**src/rtl/hazard_pkg.sv**
```systemverilog
`default_nettype none
// ============================================================================
// Module      : hazard_pkg
// Description : Shared definitions for the pipeline hazard controller:
//               FSM state encodings, register-zero constant and the default
//               memory-wait timeout.
// Revision    : 1.0 - initial release
// ============================================================================
package hazard_pkg;

    // Controller FSM states (also exported on the debug state port)
    typedef enum logic [1:0] {
        ST_RUN     = 2'd0,
        ST_MEMWAIT = 2'd1,
        ST_FLUSH   = 2'd2,
        ST_LUSTALL = 2'd3
    } state_t;

    // Architectural register $zero never creates a dependency
    localparam logic [4:0] REG_ZERO = 5'd0;

    // Default number of frozen cycles tolerated before a memory timeout
    localparam int DEF_MEM_TIMEOUT = 16;

endpackage : hazard_pkg
`default_nettype wire

```
**src/rtl/hazard_detect.sv**
```systemverilog
`default_nettype none
// ============================================================================
// Module      : hazard_detect
// Description : Combinational load-use comparator. Flags when the load in EX
//               writes a non-zero register read by the instruction in ID.
// Revision    : 1.0 - initial release
// ============================================================================
module hazard_detect
    import hazard_pkg::*;
(
    input  logic [4:0] id_rs,
    input  logic [4:0] id_rt,
    input  logic [4:0] id_ex_rt,
    input  logic       id_ex_memread,
    output logic       lu
);

    logic w_src_match;

    // Either ID source operand matches the destination of the load in EX
    always_comb begin
        w_src_match = (id_ex_rt == id_rs) || (id_ex_rt == id_rt);
        lu          = id_ex_memread && (id_ex_rt != REG_ZERO) && w_src_match;
    end

endmodule : hazard_detect
`default_nettype wire

```
**src/rtl/hazard_ctrl.sv**
```systemverilog
`default_nettype none
// ============================================================================
// Module      : hazard_ctrl
// Description : Pipeline sequencing controller for the 5-stage MIPS core.
//               Registered FSM with Mealy outputs handling load-use stalls,
//               taken-branch flushes and data-memory wait with timeout.
//               Optional performance counters enabled by defining
//               HAZARD_PERF_CNT_EN.
// Revision    : 1.0 - initial release
// ============================================================================
module hazard_ctrl
    import hazard_pkg::*;
#(
    parameter int MEM_TIMEOUT = DEF_MEM_TIMEOUT,
    parameter int CNT_W       = 8
)(
    input  logic        clk,
    input  logic        rst,
    input  logic [4:0]  id_rs,
    input  logic [4:0]  id_rt,
    input  logic        id_ex_memread,
    input  logic [4:0]  id_ex_rt,
    input  logic        mem_pcsrc,
    input  logic        dmem_req,
    input  logic        dmem_ready,
    output logic        pc_write,
    output logic        if_id_write,
    output logic        id_ex_bubble,
    output logic        flush_if_id,
    output logic        flush_id_ex,
    output logic        flush_ex_mem,
    output logic        freeze,
    output logic        mem_err,
    output logic [1:0]  state,
    output logic [15:0] stall_cnt,
    output logic [15:0] flush_cnt
);

    localparam logic [CNT_W-1:0] c_timeout = CNT_W'(MEM_TIMEOUT);

    state_t             r_state;
    state_t             w_next;
    logic [CNT_W-1:0]   r_wait_cnt;
    logic [CNT_W-1:0]   w_wait_cnt_next;
    logic               r_mem_err;
    logic               w_err_set;
    logic               w_lu;
    logic               w_mw;

    hazard_detect u_detect (
        .id_rs         (id_rs),
        .id_rt         (id_rt),
        .id_ex_rt      (id_ex_rt),
        .id_ex_memread (id_ex_memread),
        .lu            (w_lu)
    );

    assign w_mw    = dmem_req && !dmem_ready;
    assign state   = r_state;
    assign mem_err = r_mem_err;

    // Next-state and Mealy control outputs; reset forces the RUN-idle pattern
    always_comb begin
        w_next          = r_state;
        w_wait_cnt_next = r_wait_cnt;
        w_err_set       = 1'b0;
        pc_write        = 1'b1;
        if_id_write     = 1'b1;
        id_ex_bubble    = 1'b0;
        flush_if_id     = 1'b0;
        flush_id_ex     = 1'b0;
        flush_ex_mem    = 1'b0;
        freeze          = 1'b0;

        case (r_state)
            ST_MEMWAIT: begin
                if (dmem_ready) begin
                    w_next          = ST_RUN;
                    w_wait_cnt_next = '0;
                end else if (r_wait_cnt >= c_timeout) begin
                    // Abandon the access and let the pipe run again
                    w_err_set       = 1'b1;
                    w_next          = ST_RUN;
                    w_wait_cnt_next = '0;
                end else begin
                    freeze          = 1'b1;
                    pc_write        = 1'b0;
                    if_id_write     = 1'b0;
                    w_wait_cnt_next = r_wait_cnt + CNT_W'(1);
                end
            end
            default: begin
                // RUN, FLUSH and LUSTALL share the priority chain; only RUN
                // honours a load-use hazard since the other two hold a NOP
                // or bubble in the consuming stage.
                w_next = ST_RUN;
                if (w_mw) begin
                    freeze          = 1'b1;
                    pc_write        = 1'b0;
                    if_id_write     = 1'b0;
                    w_next          = ST_MEMWAIT;
                    w_wait_cnt_next = CNT_W'(1);
                end else if (mem_pcsrc) begin
                    flush_if_id  = 1'b1;
                    flush_id_ex  = 1'b1;
                    flush_ex_mem = 1'b1;
                    w_next       = ST_FLUSH;
                end else if (w_lu && (r_state == ST_RUN)) begin
                    pc_write     = 1'b0;
                    if_id_write  = 1'b0;
                    id_ex_bubble = 1'b1;
                    w_next       = ST_LUSTALL;
                end
            end
        endcase

        if (rst) begin
            pc_write     = 1'b1;
            if_id_write  = 1'b1;
            id_ex_bubble = 1'b0;
            flush_if_id  = 1'b0;
            flush_id_ex  = 1'b0;
            flush_ex_mem = 1'b0;
            freeze       = 1'b0;
        end
    end

    // State, wait counter and sticky timeout flag
    always_ff @(posedge clk) begin
        if (rst) begin
            r_state    <= ST_RUN;
            r_wait_cnt <= '0;
            r_mem_err  <= 1'b0;
        end else begin
            r_state    <= w_next;
            r_wait_cnt <= w_wait_cnt_next;
            if (w_err_set) begin
                r_mem_err <= 1'b1;
            end
        end
    end

`ifdef HAZARD_PERF_CNT_EN
    logic        w_in_chain;
    logic        w_lu_acc;
    logic        w_br_acc;
    logic [15:0] r_stall_cnt;
    logic [15:0] r_flush_cnt;

    assign w_in_chain = (r_state != ST_MEMWAIT);
    assign w_br_acc   = w_in_chain && !w_mw && mem_pcsrc;
    assign w_lu_acc   = (r_state == ST_RUN) && !w_mw && !mem_pcsrc && w_lu;

    // Saturating event counters for accepted stalls and flushes
    always_ff @(posedge clk) begin
        if (rst) begin
            r_stall_cnt <= '0;
            r_flush_cnt <= '0;
        end else begin
            if (w_lu_acc && (r_stall_cnt != 16'hFFFF)) begin
                r_stall_cnt <= r_stall_cnt + 16'd1;
            end
            if (w_br_acc && (r_flush_cnt != 16'hFFFF)) begin
                r_flush_cnt <= r_flush_cnt + 16'd1;
            end
        end
    end

    assign stall_cnt = r_stall_cnt;
    assign flush_cnt = r_flush_cnt;
`else
    assign stall_cnt = 16'd0;
    assign flush_cnt = 16'd0;
`endif

endmodule : hazard_ctrl
`default_nettype wire

```
**config.mk**
```make
export PLATFORM = sky130hd
export DESIGN_NAME = hazard_ctrl
export DESIGN_NICKNAME = d
export VERILOG_FILES = /design/src/rtl/hazard_pkg.sv /design/src/rtl/hazard_detect.sv /design/src/rtl/hazard_ctrl.sv
export SDC_FILE = /design/constraint.sdc
export NUM_CORES = 1
export LEC_CHECK = 0
export ABC_CLOCK_PERIOD_IN_PS = 3830
export CORE_ASPECT_RATIO = 1.25
export CORE_MARGIN = 4
export CORE_UTILIZATION = 39
export CTS_BUF_LIST = sky130_fd_sc_hd__clkbuf_8
export CTS_CLUSTER_SIZE = 10
export DETAILED_ROUTE_END_ITERATION = 10
export PLACE_DENSITY = 0.9
export SYNTH_ARGS = -nofsm -noshare
export SYNTH_HDL_FRONTEND = slang
export SYNTH_SLANG_ARGS = --single-unit
```
**constraint.sdc**
```tcl
create_clock -name clk -period 3.83 [get_ports clk]
set_input_delay 0.5745 -clock clk [delete_from_list [all_inputs] [get_ports clk]]
set_output_delay 0.5745 -clock clk [all_outputs]
set_load 0.01 [all_outputs]
```
* Yosys cells after proc, flatten, opt, wreduce, memory -nomap -nowiden
Index checks and enable logic that the tools add are counted.
** Word-level totals
- Register bits after elaboration :: 11
- Input bits :: 21
- Output and inout bits :: 42
- Logic and storage cells :: 51
** Cells by class
- $add $sub $neg :: 1
- Magnitude comparators :: 1
- Equality and inequality tests :: 4
- Multiplexer cells :: 33
- Reductions and logical operators :: 9
** Operator list (number)
- 8-bit 2-to-1 mux :: 4
- 1-bit 2-to-1 mux :: 23
- 2-bit 2-to-1 mux :: 6
- 5-bit equality test :: 2
- 8-bit by 1-bit adder with 8-bit output, second input constant :: 1
- 8-bit by 5-bit >= comparator with 1-bit output, second input constant :: 1
- 5-bit nonzero test :: 1
- 1-bit logical AND :: 4
- 3-bit != test, second input constant :: 1
- 2-bit by 1-bit equality test with 1-bit output, second input constant :: 1
- 2-bit logical NOT :: 1
- 2-bit nonzero test :: 1
- 1-bit logical NOT :: 1
- 1-bit logical OR :: 1

* Longest topological paths before layout
Gate-level depths: netlist (run 1).
- Word-level depth :: 9
- Mapped depth :: 5
- Depth with buffers taken out :: 4

* Modules after synthesis
From an unflattened synthesis (run 1), not the netlist that was laid out.
** Second synthesis, totals
- Cells, all modules :: 109
- Area, all modules :: 918.4 um2
** Modules (own cells, without submodules)
- hazard_ctrl :: instances 1, cells each 92, area an instance 793.3 um2, sequential area each 220.2 um2
- hazard_detect :: instances 1, cells each 17, area an instance 125.1 um2, sequential area each 0.0 um2

* Least setup slack after synthesis (run 1)
Ideal clock, no wire load.
- Path kind :: register to output
- Start :: register r_wait_cnt[4]
- End :: output port pc_write
- Arrival time :: 1.763 ns
- Required time :: 3.256 ns
- Path slack :: 1.492 ns
- Cell stages (with the launch flop) :: 6
- Buffers on the path :: 1
- Cells stage by stage :: dfxtp_1 > or4_4 > or2_2 > a211o_1 > o41a_1 > buf_4
** Between the ends
- Cells in the longest elaborated chain, start to end :: 5
** RTL lines
- from (decl) :: RTL line hazard_ctrl.sv:43 : logic [CNT_W-1:0] r_wait_cnt;
- from (signal assigned) :: RTL line hazard_ctrl.sv:136 : r_wait_cnt <= w_wait_cnt_next;
- 8-bit by 5-bit >= comparator with 1-bit output :: RTL line hazard_ctrl.sv:80 : end else if (r_wait_cnt >= c_timeout) begin
- 1-bit 2-to-1 mux (4 in a row)
- to (decl) :: RTL line hazard_ctrl.sv:26 : output logic pc_write,
Every way passes these cells.

* Worst setup path in the final report (run 1)
- Start :: input port id_ex_rt[1]
- End :: output port pc_write
** Between the ends
- Cells in the longest elaborated chain, start to end :: 9
- Elaborated cells on any way between the ends :: 12
- Those cells by class :: eq/ne: 2; mux: 5; reduce/logical: 5
** RTL lines
- from (decl) :: RTL line hazard_ctrl.sv:22 : input logic [4:0] id_ex_rt,
- 5-bit equality test or 5-bit nonzero test (tied branches) :: RTL line hazard_detect.sv:22, hazard_detect.sv:23
- 1-bit logical OR or 1-bit logical AND (tied branches) :: RTL line hazard_detect.sv:22, hazard_detect.sv:23
- 1-bit logical AND (*) :: RTL line hazard_detect.sv:23 : lu = id_ex_memread && (id_ex_rt != REG_ZERO) && w_src_match;
- 1-bit logical AND (*) :: RTL line hazard_ctrl.sv:108 : end else if (w_lu && (r_state == ST_RUN)) begin
- 1-bit 2-to-1 mux (*) :: RTL line hazard_ctrl.sv:108
- 1-bit 2-to-1 mux (*) :: RTL line hazard_ctrl.sv:103 : end else if (mem_pcsrc) begin
- 1-bit 2-to-1 mux (*) :: RTL line hazard_ctrl.sv:97 : if (w_mw) begin
- 1-bit 2-to-1 mux (*) :: RTL line hazard_ctrl.sv:75 : case (r_state)
- 1-bit 2-to-1 mux (*) :: RTL line hazard_ctrl.sv:117 : if (rst) begin
Every way passes the cells marked *; elsewhere a longest branch is shown, timed or not.

==> results.json, run 1 <==
{
  "drc": 0,
  "placeableCoreArea_um2": 2230,
  "wl_per_cell_um": 10.5,
  "fp.dieH_um": 62.6,
  "area_growth_pct": 24.3,
  "clockBufferDepth": 2,
  "grt_max_degree": 12,
  "power_w": 0.000319,
  "crit_top_cell": "clkdlybuf4s50_1",
  "clkLatencyLatePin_ns": 0.24,
  "endpoint_kind": "output port",
  "via_count": 750,
  "synth_edf_count": 0,
  "antenna_found_initial": 0,
  "ant_nets": 0,
  "yosysSeqAreaShare": 0.237,
  "drv_slew": 0,
  "crit_type": "input port to output port",
  "syn-mean-instance-area_um2": 8.39,
  "synthMuxAreaShare": 0,
  "syn-cell-area_um2": 931,
  "synthTopCellsByCount": "35 x buf_4, 11 x dfxtp_1, 10 x xor2_1, 6 x inv_1",
  "finalInstanceArea_um2": 1160,
  "critPathArrivalTime_ns": 2.63,
  "slowest_delay_ns": 0.55,
  "dpl_cell_area_um2": 1110,
  "synth_top_family_by_area": "buffers and inverters",
  "syn_inst": 111,
  "drive_above_1_share": 0.0643,
  "gp_congestion": 0.824,
  "setup_viol": 0,
  "synth_compound_area_frac": 0.121,
  "die_width_um": 51.7,
  "num_rows": 19,
  "finalHoldViolations": 0,
  "n_fill_cell": 221,
  "synthAdderAreaFrac": 0.0269,
  "cts_resized": 0,
  "hold_path_end": "r_wait_cnt[5]",
  "yosys-top-cells-area": "buf_4 28%, dfxtp_1 24%, xor2_1 9.4%, ha_1 2.7%, inv_1 2.4%",
  "status": "finished, final reports clean",
  "skew_ns": 0.00282,
  "drt-initial-drc-count": 11,
  "ir_drop_mv": 0.252,
  "synth_xor_area_frac": 0.0941,
  "clockRootBuffer": "clkbuf_8",
  "antenna_cells": 0,
  "min_period_ns": 3.20,
  "grt_pass1_vias": 708,
  "num_io_pins": 63,
  "crit_path_top_delay_cell": "clkdlybuf4s50_1",
  "holdWs_ns": 0.465,
  "hpwlAfterDp_mm": 1.54,
  "grt_use_total": 0.111,
  "fin_crit_sh": 0.836,
  "tns_ns": 0,
  "ys_ff_latch": 11,
  "postCtsHoldBufs": 0,
  "start_util": 0.417,
  "viasPerCell": 4.39,
  "dr.pass1.iters": 3,
  "ys_types": 34,
  "synth_top_area_share": 0.282,
  "dieArea_um2": 3240,
  "postCtsSetupRepairBufs": 0,
  "reg2reg_from": "r_wait_cnt[4]",
  "grt_pass1_wl_mm": 2.73,
  "cts_max_level": 1,
  "reg2reg_depth": 4,
  "leakagePower_nw": 0.502,
  "synthFlopType": "dfxtp_1",
  "cts_tree": "done",
  "max_cap_violations": 0,
  "path_cells": "clkdlybuf4s50_1 > or4_1 > o211ai_1 > o41a_1 > clkdlybuf4s50_1",
  "portBuffers": 30,
  "rrSetupSlack_ns": 2.05,
  "rsz0062_at_grt": "false",
  "critical_path_peak_fanout": 4,
  "final_nets": 164,
  "clkTransAtPathRegs_ns": 0.05,
  "cts_num_sinks": 11,
  "synthMostInstantiatedCell": "buf_4",
  "async_flop_share": 0,
  "worstPathRequired_ns": 3.26,
  "max_freq_mhz": 312,
  "synth_top_area_cell": "buf_4",
  "startpoint_type": "input port",
  "cts_buffers": 3,
  "min_path_cells": 1,
  "grt_overflow": 0,
  "reg2reg_to": "r_wait_cnt[3]",
  "hp-start": "r_wait_cnt[5]",
  "synthSimpleGateAreaFrac": 0.198,
  "min_path_type": "flip-flop to flip-flop",
  "power_density_nw_per_um2": 276,
  "wirelength_mm": 1.80,
  "yosysWarnings": 0
}
-- power by group --
part	internal (W)	switching, W
clock network	0.0000717	0.0000464
registers	0.000117	0.00000246
logic	0.0000388	0.0000427
total	0.000227	0.0000915
-- flip-flops by register name, summed over array words and instances (netlist names) --
| signal | count |
|---|---|
| r_wait_cnt | 8 |
| mem_err | 1 |
| state | 2 |
-- routing by layer --
metal  up-vias  GRT usage  wire [um]
met2        46      0.193        895
met1       332      0.104        622
met4         0     0.0623         52
li1        366          -          -
met5         -          0          0
met3         6     0.0477        231
-- cells in the final DEF, fill, tap and decap left out, types with 2 or more instances in the layout --
cell type and count:
a31oi_1 2, xor2_1 10, a21oi_1 4, nor2_1 5
and2_1 3, dfxtp_1 11, conb_1 32, o41ai_1 2
clkbuf_8 3, ha_1 2, clkdlybuf4s50_1 30, nand3_1 2
nand2_1 5, nor3_1 2, a22oi_1 2, inv_1 6
-- cell families (layout without fill, tap and decap cells) --
logic type      count (synthesis)  count (layout)
buf+inv                        42              40
simple gates                   29              29
compound gates                 16              16
flops                          11              11
xor+xnor                       10              10
fa+ha+maj                       2               2
other cells                     1              32
-- worst max-delay path, delay by kind of cell --
family          cells  cell delay, ns
compound gates      2            0.51
buf+inv             2            1.01
simple gates        1            0.53
-- metrics by stage --
step                utilization  std cells  worst slack, ns
floorplan                     -        142             1.49
global placement          0.497        167            0.674
detailed placement        0.497        167            0.624
CTS                       0.518        171            0.614
global route              0.518        171            0.406
finish                    0.518        171            0.629
-- worst max path at each step --
stage	cells past startpoint	to	slack, ns	start
2_1_floorplan	5	pc_write	1.49	r_wait_cnt[4]
3_3_place_gp	5	if_id_write	0.67	id_ex_rt[2]
3_5_place_dp	5	pc_write	0.62	id_ex_rt[1]
4_1_cts	5	pc_write	0.61	id_ex_rt[1]
5_1_grt	5	id_ex_bubble	0.41	dmem_ready
6_report	5	pc_write	0.63	id_ex_rt[1]
-- area by class of cell --
cell class,instances,area [um2],share of cell area
Inverter,6,22.5,0.0195
Clock inverter,1,5.00,0.00432
Sequential cell,11,220,0.190
Tap cell,31,38.8,0.0335
Multi-Input combinational cell,89,529,0.457
Timing Repair Buffer,30,300,0.259
Clock buffer,3,41.3,0.0357
No activity file was read; power rests on OpenSTA's default activity.
==> run 2, diff against run 1 <==
--- a/config.mk
+++ b/config.mk
@@ -5,14 +5,14 @@
 export SDC_FILE = /design/constraint.sdc
 export NUM_CORES = 1
 export LEC_CHECK = 0
-export ABC_CLOCK_PERIOD_IN_PS = 3830
+export ABC_CLOCK_PERIOD_IN_PS = 2900
 export CORE_ASPECT_RATIO = 1.25
 export CORE_MARGIN = 4
-export CORE_UTILIZATION = 39
+export CORE_UTILIZATION = 33
 export CTS_BUF_LIST = sky130_fd_sc_hd__clkbuf_8
 export CTS_CLUSTER_SIZE = 10
 export DETAILED_ROUTE_END_ITERATION = 10
-export PLACE_DENSITY = 0.9
+export PLACE_DENSITY = 0.81
 export SYNTH_ARGS = -nofsm -noshare
 export SYNTH_HDL_FRONTEND = slang
 export SYNTH_SLANG_ARGS = --single-unit
==> constraint.sdc (replaced) <==
create_clock -name clk -period 2.9 [get_ports clk]
set_input_delay 0.435 -clock clk [delete_from_list [all_inputs] [get_ports clk]]
set_output_delay 0.435 -clock clk [all_outputs]
set_load 0.01 [all_outputs]
==> results.json, run 2 (same netlist as run 1, synthesis figures left out) <==
{
  "dieArea_um2": 3740,
  "gr-usage-met3": 0.0421,
  "clkTransAtPathRegs_ns": 0.05,
  "cts_max_level": 1,
  "crit_path_top_delay_cell": "or4_1",
  "startpoint_type": "input port",
  "grt_overflow": 0,
  "cts_tree": "done",
  "min_period_ns": 2.78,
  "finalHoldViolations": 0,
  "slowest_delay_ns": 0.52,
  "crit_top_cell": "clkdlybuf4s50_1",
  "fin_crit_sh": 0.960,
  "leakagePower_nw": 0.531,
  "gp_congestion": 0.824,
  "clkLatencyLatePin_ns": 0.24,
  "min_path_type": "flip-flop to flip-flop",
  "antenna_cells": 0,
  "clockBufferDepth": 2,
  "num_io_pins": 63,
  "drv_slew": 0,
  "final_nets": 169,
  "antenna_found_initial": 0,
  "path_cells": "clkdlybuf4s50_1 > or4_1 > o211ai_1 > buf_4 > nor4b_1 > clkdlybuf4s50_1",
  "cts_buffers": 3,
  "wl_per_cell_um": 9.89,
  "portBuffers": 30,
  "status": "finished, final reports clean",
  "max_freq_mhz": 359,
  "via_count": 760,
  "critPathArrivalTime_ns": 2.35,
  "crit_type": "input port to output port",
  "rsz0062_at_grt": "false",
  "dr.pass1.iters": 4,
  "critical_path_peak_fanout": 3,
  "layoutNonFillerInstCount": 179,
  "max_cap_violations": 0,
  "drt-initial-drc-count": 4,
  "post-route-util": 0.449,
  "top_register": "r_wait_cnt",
  "grt_pass1_wl_mm": 2.82,
  "postCtsHoldBufs": 0,
  "grt_pass1_vias": 693,
  "ant_nets": 0,
  "grt_use_total": 0.0966,
  "busiest_layer": "met2",
  "largest_reg_flops": 8,
  "viasPerCell": 4.25,
  "ir_drop_mv": 0.202,
  "power_w": 0.000419,
  "drive_above_1_share": 0.0897,
  "tns_ns": 0,
  "start_util": 0.347,
  "grt.met2_usage": 0.166,
  "grt_max_degree": 11,
  "wirelength_mm": 1.77,
  "grt_util_met1": 0.0958,
  "num_rows": 21,
  "skew_ns": 0.00303,
  "final_common_cell": "conb_1",
  "fp.dieH_um": 67.4,
  "layout_common_cells": "32 x conb_1, 28 x clkdlybuf4s50_1, 11 x dfxtp_1, 10 x xor2_1, 7 x inv_1",
  "worstPathRequired_ns": 2.47,
  "cts_num_sinks": 11,
  "power_density_nw_per_um2": 349,
  "area_growth_pct": 29.2,
  "hpwlAfterDp_mm": 1.52,
  "placeableCoreArea_um2": 2680,
  "placedCellCount": 175,
  "drc": 0,
  "setup_viol": 0,
  "n_fill_cell": 286,
  "clockRootBuffer": "clkbuf_8",
  "endpoint_kind": "output port",
  "die_width_um": 55.5,
  "holdWs_ns": 0.456
}
-- run 2: changes by cell type in the layout (fill, tap and decap cells not counted), sizes merged --
cell           change
buf                +5
clkdlybuf4s50      -2
clkinv             -1
dlymetal6s2s       +2
inv                +1
-- run 2: final cells by class --
class,instances,area [um2],share of cell area
Multi-Input combinational cell,89,529,0.440
Timing Repair Buffer,35,343,0.285
Sequential cell,11,220,0.183
Tap cell,34,42.5,0.0354
Clock buffer,3,41.3,0.0343
Inverter,6,22.5,0.0187
Clock inverter,1,3.75,0.00312
-- run 2: timing repair --
action	in CTS	in global routing
setup buffers	0	0
endpoints found under the hold margin	0	0
setup endpoints to repair	0	2
gates resized for setup	0	2
-- run 2: through the flow --
step	area (um2)	worst slack, ns
floorplan	1050	0.702
global placement	1150	0.0858
detailed placement	1150	0.0835
CTS	1200	0.0625
global route	1200	0.00991
finish	1200	0.115
-- run 2: critical path, delay by kind of cell --
kind                   cells  cell delay (ns)
AND/OR/NAND/NOR            2             0.56
AO/OA/AOI/OAI              1             0.23
buffers and inverters      3             1.12
-- run 2: final timing paths --
path / slack [ns] / cells after the start / end / start
hold reg to reg: 0.46 / 2 / r_wait_cnt[4] / r_wait_cnt[4]
hold / removal: 0.46 / 2 / r_wait_cnt[4] / r_wait_cnt[4]
setup reg to reg: 1.14 / 4 / r_wait_cnt[3] / r_wait_cnt[4]
setup / recovery: 0.12 / 6 / id_ex_bubble / id_ex_rt[2]
-- run 2: layer usage --
layer	share of wire	wire length [um]
met1	0.38	677
met2	0.46	818
met3	0.13	230
met4	0.025	45
met5	0	0
-- run 2: power by group --
| group | total (W) | leakage [nW] | internal, W | switching [W] |
|---|---|---|---|---|
| registers | 0.000157 | 0.0892 | 0.000155 | 0.00000276 |
| clock network | 0.000148 | 0.0269 | 0.0000927 | 0.0000554 |
| logic | 0.000114 | 0.415 | 0.0000561 | 0.0000577 |
| total | 0.000419 | 0.531 | 0.000304 | 0.000116 |
==> variant 1: new RTL, config.mk and constraints of run 2 <==
`CNT_W`: 8 -> 10.
--- a/src/rtl/hazard_ctrl.sv
+++ b/src/rtl/hazard_ctrl.sv
@@ -12,7 +12,7 @@
     import hazard_pkg::*;
 #(
     parameter int MEM_TIMEOUT = DEF_MEM_TIMEOUT,
-    parameter int CNT_W       = 8
+    parameter int CNT_W       = 10
 )(
     input  logic        clk,
     input  logic        rst,
Behaviour: same outputs for any inputs over 10 cycles, from zero or initial values and one cycle with rst high; that may be too few to reach the edited logic, so the function may still have changed.
==> variant 1 against run 2 <==
Count of clock-buffer cells in the layout unchanged. Sequential cell count up 2. Setup slack better by 41 ps. Highest routed layer unchanged. Area after synthesis up 2.7%. Critical path type unchanged. Wire length up 6.8%. Total power up 8.1%. Global-route usage up 0.70 points. Largest power group unchanged. Synthesized cell count up 3.6%. Critical endpoint unchanged. Final area up 2.5%.
==> variant 1: results (changes against run 2) <==
Clk_lat worst skew = 250 ps
Dpl cell area = 0.00118 sq mm (was 0.00115 sq mm)
H-tree Lvls = 1 (unchanged)
Share of cells above drive strength 1 = 0.0671 (was 0.0897)
TritonRoute pass-1 iters = 4 (unchanged)
Commonest cells post-synth = buf_4 (35), dfxtp_1 (13), nor2_1 (10), xor2_1 (10) (was buf_4 (35), dfxtp_1 (11), xor2_1 (10), inv_1 (6))
Leak = 0.547 nW (was 0.531 nW)
Routed WL per cell = 10.3 um (was 9.89 um)
Seq/Total Area, Yosys = 0.272 (was 0.237)
TritonCTS Buffers = 3 (unchanged)
Top FF cell, synth = dfxtp_1 (unchanged)
Largest fanout on the critical path = 3 (unchanged)
Vias in the first global route = 705 (was 693)
DR vias/cell = 4.19 (was 4.25)
Outcome = completed (unchanged)
Top reg by flops = r_wait_cnt (unchanged)
First DRT Iteration DRCs = 10 (was 4)
Arrival time worst endpoint = 2310 ps (was 2350 ps)
Final net count = 173 (was 169)
Synth top area cells = buf_4 (27%), dfxtp_1 (27%), xor2_1 (9.2%) (was buf_4 (28%), dfxtp_1 (24%), xor2_1 (9.4%))
R2r setup slk = 1480 ps (was 1140 ps)
ANT cells = 0 (unchanged)
Final GP Congestion = 0.760 (was 0.824)
Clk pin slew, worst setup/hold paths = 50 ps (about the same)
Maximum VDD drop = 0.195 mV (was 0.202 mV)
Synth cell types = 32 (was 34)
Worst min-delay path class = flip-flop to flip-flop (unchanged)
Largest net degree at the start of global routing = 8 (was 11)
Yosys Warn Count = 0 (unchanged)
Max FFs per register = 10 (was 8)
Dpl hpwl = 1610 um (was 1520 um)
CTS Root Cell = clkbuf_8 (unchanged)
FILL cells = 274 (was 286)
First-pass GRT wire length = 3030 um (was 2820 um)
Max Clock Skew = 5.91 ps (was 3.03 ps)
GRT Overall Usage = 0.104 (was 0.0966)
Antenna viol nets, final = 0 (unchanged)
## variant 1: layout make-up
| cell class | instances | area [sq um] | area share |
|---|---|---|---|
| clock buffers | 3 | 41.3 | 0.0335 |
| clock inverters | 1 | 3.75 | 0.00305 |
| inverters | 5 | 18.8 | 0.0152 |
| multi-input cells | 93 | 531 | 0.430 |
| flip-flops and latches | 13 | 260 | 0.211 |
| well taps | 34 | 42.5 | 0.0345 |
| repair buffers | 34 | 335 | 0.272 |
## variant 1: through the flow
| stage | power (mW) | setup slack [ps] | instances | hold WS (ps) |
|---|---|---|---|---|
| finish | 0.453 | 156 | 183 | 456 |
| detailed placement | 0.297 | 34.1 | 179 | 452 |
| global placement | 0.296 | 64.9 | 179 | 446 |
| CTS | 0.459 | 22.6 | 183 | 460 |
| floorplan | 0.276 | 898 | 146 | 431 |
| global route | 0.479 | 34.3 | 183 | 481 |
## variant 1: per-layer routing
layer,GRT usage,up-vias,part of all wire
met3,0.0358,3,0.11
met5,0,-,0
met4,0.0682,0,0.020
met1,0.110,341,0.38
met2,0.175,39,0.49
li1,-,383,-
## variant 1: report_power, final
part | internal (mW) | switching (mW) | total, mW
clock | 0.0936 | 0.0667 | 0.160
combinational | 0.0534 | 0.0538 | 0.107
sequential | 0.182 | 0.00339 | 0.186
total | 0.329 | 0.124 | 0.453
## variant 1: final timing paths
kind                                                 start                         end  cells after the start
worst max-delay path                           id_ex_rt[2]                id_ex_bubble                      6
worst min-delay path            r_wait_cnt[4]$_SDFFE_PP0P_  r_wait_cnt[4]$_SDFFE_PP0P_                      2
worst max register to register  r_wait_cnt[5]$_SDFFE_PP0P_  r_wait_cnt[2]$_SDFFE_PP0P_                      4
worst min register to register  r_wait_cnt[4]$_SDFFE_PP0P_  r_wait_cnt[4]$_SDFFE_PP0P_                      2
## variant 1: worst max-delay path, cell delays in order
cell and delay, ps:
clkdlybuf4s50_1 430, or4_1 540, o2111ai_2 200, or2_2 160, nor3_1 50, clkdlybuf4s50_1 510
## variant 1: what timing repair did
item | 4_1_cts | 5_1_grt
setup endpoints to repair | 0 | 2
setup buffers | 0 | 0
resized for setup | 0 | 2
## variant 1: cells by family after synthesis
kind of cell               after synthesis  share of synthesized area
DFF                                     13                      0.272
and+or+nand+nor                         34                      0.183
buffers and inverters                   40                      0.295
AOI/OAI and AO/OA                       14                      0.119
other                                    1                    0.00392
adders and majority gates                2                     0.0262
xor gates and xnor gates                11                      0.101
==> variant 2: new RTL, settings of run 2 <==
Made on the original files. Register the output `mem_err` once more, without a reset; this adds one clock of latency there. The other outputs are not delayed to match.
--- a/src/rtl/hazard_ctrl.sv
+++ b/src/rtl/hazard_ctrl.sv
@@ -57,7 +57,9 @@
 
     assign w_mw    = dmem_req && !dmem_ready;
     assign state   = r_state;
-    assign mem_err = r_mem_err;
+    always_ff @(posedge clk) begin
+        mem_err <= r_mem_err;
+    end
 
     // Next-state and Mealy control outputs; reset forces the RUN-idle pattern
     always_comb begin
Check against the original RTL: no difference found for any inputs over 10 cycles, from zero or initial values and one cycle with rst high; that may be too few to reach the edited logic, so the function may still have changed.
==> variant 2 against run 2 <==
Setup slack better by 54 ps. Sequential cell count is 1 higher. Synthesized cell count is 0.90% higher. Final area increased by 3.6%. Core utilization increased by 1.6 points. Total power increased by 18%. First-iteration DRC count rose to 6.0 times the old value. Wire length increased by 13%. Register-to-register slack improved by 40 ps. Clock power is 22% higher. Area after synthesis shrank 1.2%. Largest cell class unchanged. Largest power group is now clock.
==> variant 2: results (changes against run 2) <==
Post-CTS sizing = 2 (was 0)
Post-synthesis xor/xnor area fraction = 0.0952 (was 0.0941)
Met2 Usage GRT = 0.173 (was 0.166)
CP peak stage delay = 570 ps (was 520 ps)
R2r setup slk = 1180 ps (was 1140 ps)
Worst R2R Path Depth = 5 (was 4)
Maximum VDD drop = 0.219 mV (was 0.202 mV)
R2R Path End = state[0]$_SDFFE_PP0P_ (was r_wait_cnt[3]$_SDFFE_PP0P_)
Commonest cells post-synth = buf_4 (35), dfxtp_1 (12), xor2_1 (10), nor2_1 (8), inv_1 (7) (was buf_4 (35), dfxtp_1 (11), xor2_1 (10), inv_1 (6))
Synth cell types = 32 (was 34)
First-pass GRT wire length = 2990 um (was 2820 um)
Dpl cell area = 0.00118 sq mm (was 0.00115 sq mm)
Leak = 0.569 nW (was 0.531 nW)
DR vias/cell = 4.29 (was 4.25)
Max Clock Skew = 2.39 ps (was 3.03 ps)
Seq. pwr = 176 uW (was 157 uW)
Place WS = -10.9 ps (was 83.5 ps)
Worst Hold End = mem_err$_DFF_P_ (was r_wait_cnt[4]$_SDFFE_PP0P_)
Hold Slack = 359 ps (was 456 ps)
Largest net degree at the start of global routing = 8 (was 11)
Adder-Cell Fraction of Synth Area = 0.0272 (was 0.0269)
Worst Setup SP = id_ex_rt[1] (was id_ex_rt[2])
Final net count = 175 (was 169)
Placed insts = 181 (was 175)
Num Clock Sinks = 12 (was 11)
Layout area overhead = 35.5% (was 29.2%)
Outcome = completed (unchanged)
M1 wire length = 727 um (was 677 um)
Dpl hpwl = 1640 um (was 1520 um)
Routed WL per cell = 10.8 um (was 9.89 um)
Post-Route WL = 2000 um (was 1770 um)
GRT met3 Usage = 0.0543 (was 0.0421)
Final GP Congestion = 0.927 (was 0.824)
Share of cells above drive strength 1 = 0.119 (was 0.0897)
Hold_sp = r_mem_err$_SDFFE_PP0P_ (was r_wait_cnt[4]$_SDFFE_PP0P_)
Syn avg cell area = 8.21 sq um (was 8.39 sq um)
Met3 wire length = 275 um (was 230 um)
P_comb = 139 uW (was 114 uW)
Synth top area cells = buf_4 (29%), dfxtp_1 (26%), xor2_1 (9.5%) (was buf_4 (28%), dfxtp_1 (24%), xor2_1 (9.4%))
First DRT Iteration DRCs = 24 (was 4)
Seq/Total Area, Yosys = 0.261 (was 0.237)
Vias in the first global route = 696 (was 693)
-- variant 2: changes by cell type in the layout (fill, tap and decap cells not counted), sizes merged, moves of 2 or more --
cell          before  now
a21oi              4    2
dlymetal6s2s       2    0
a31oi              2    0
dlygate4sd2        0    2
nand2b             0    2
o21ai              1    3
nor2               5    8
buf                5    9
o41ai              2    0
-- variant 2: cell type report --
| type | instances | area share |
|---|---|---|
| inverter | 7 | 0.0211 |
| tap | 34 | 0.0341 |
| multi-input combinational | 89 | 0.415 |
| sequential | 12 | 0.193 |
| timing repair buffer | 39 | 0.293 |
| clock buffer | 4 | 0.0442 |
-- variant 2: worst max path at each step --
stage / endpoint / slack (ps) / depth (start not counted)
floorplan: pc_write / 740 / 5
global placement: if_id_write / 30 / 6
detailed placement: pc_write / -10 / 6
CTS: id_ex_bubble / 80 / 7
global route: id_ex_bubble / 20 / 7
finish: id_ex_bubble / 170 / 7
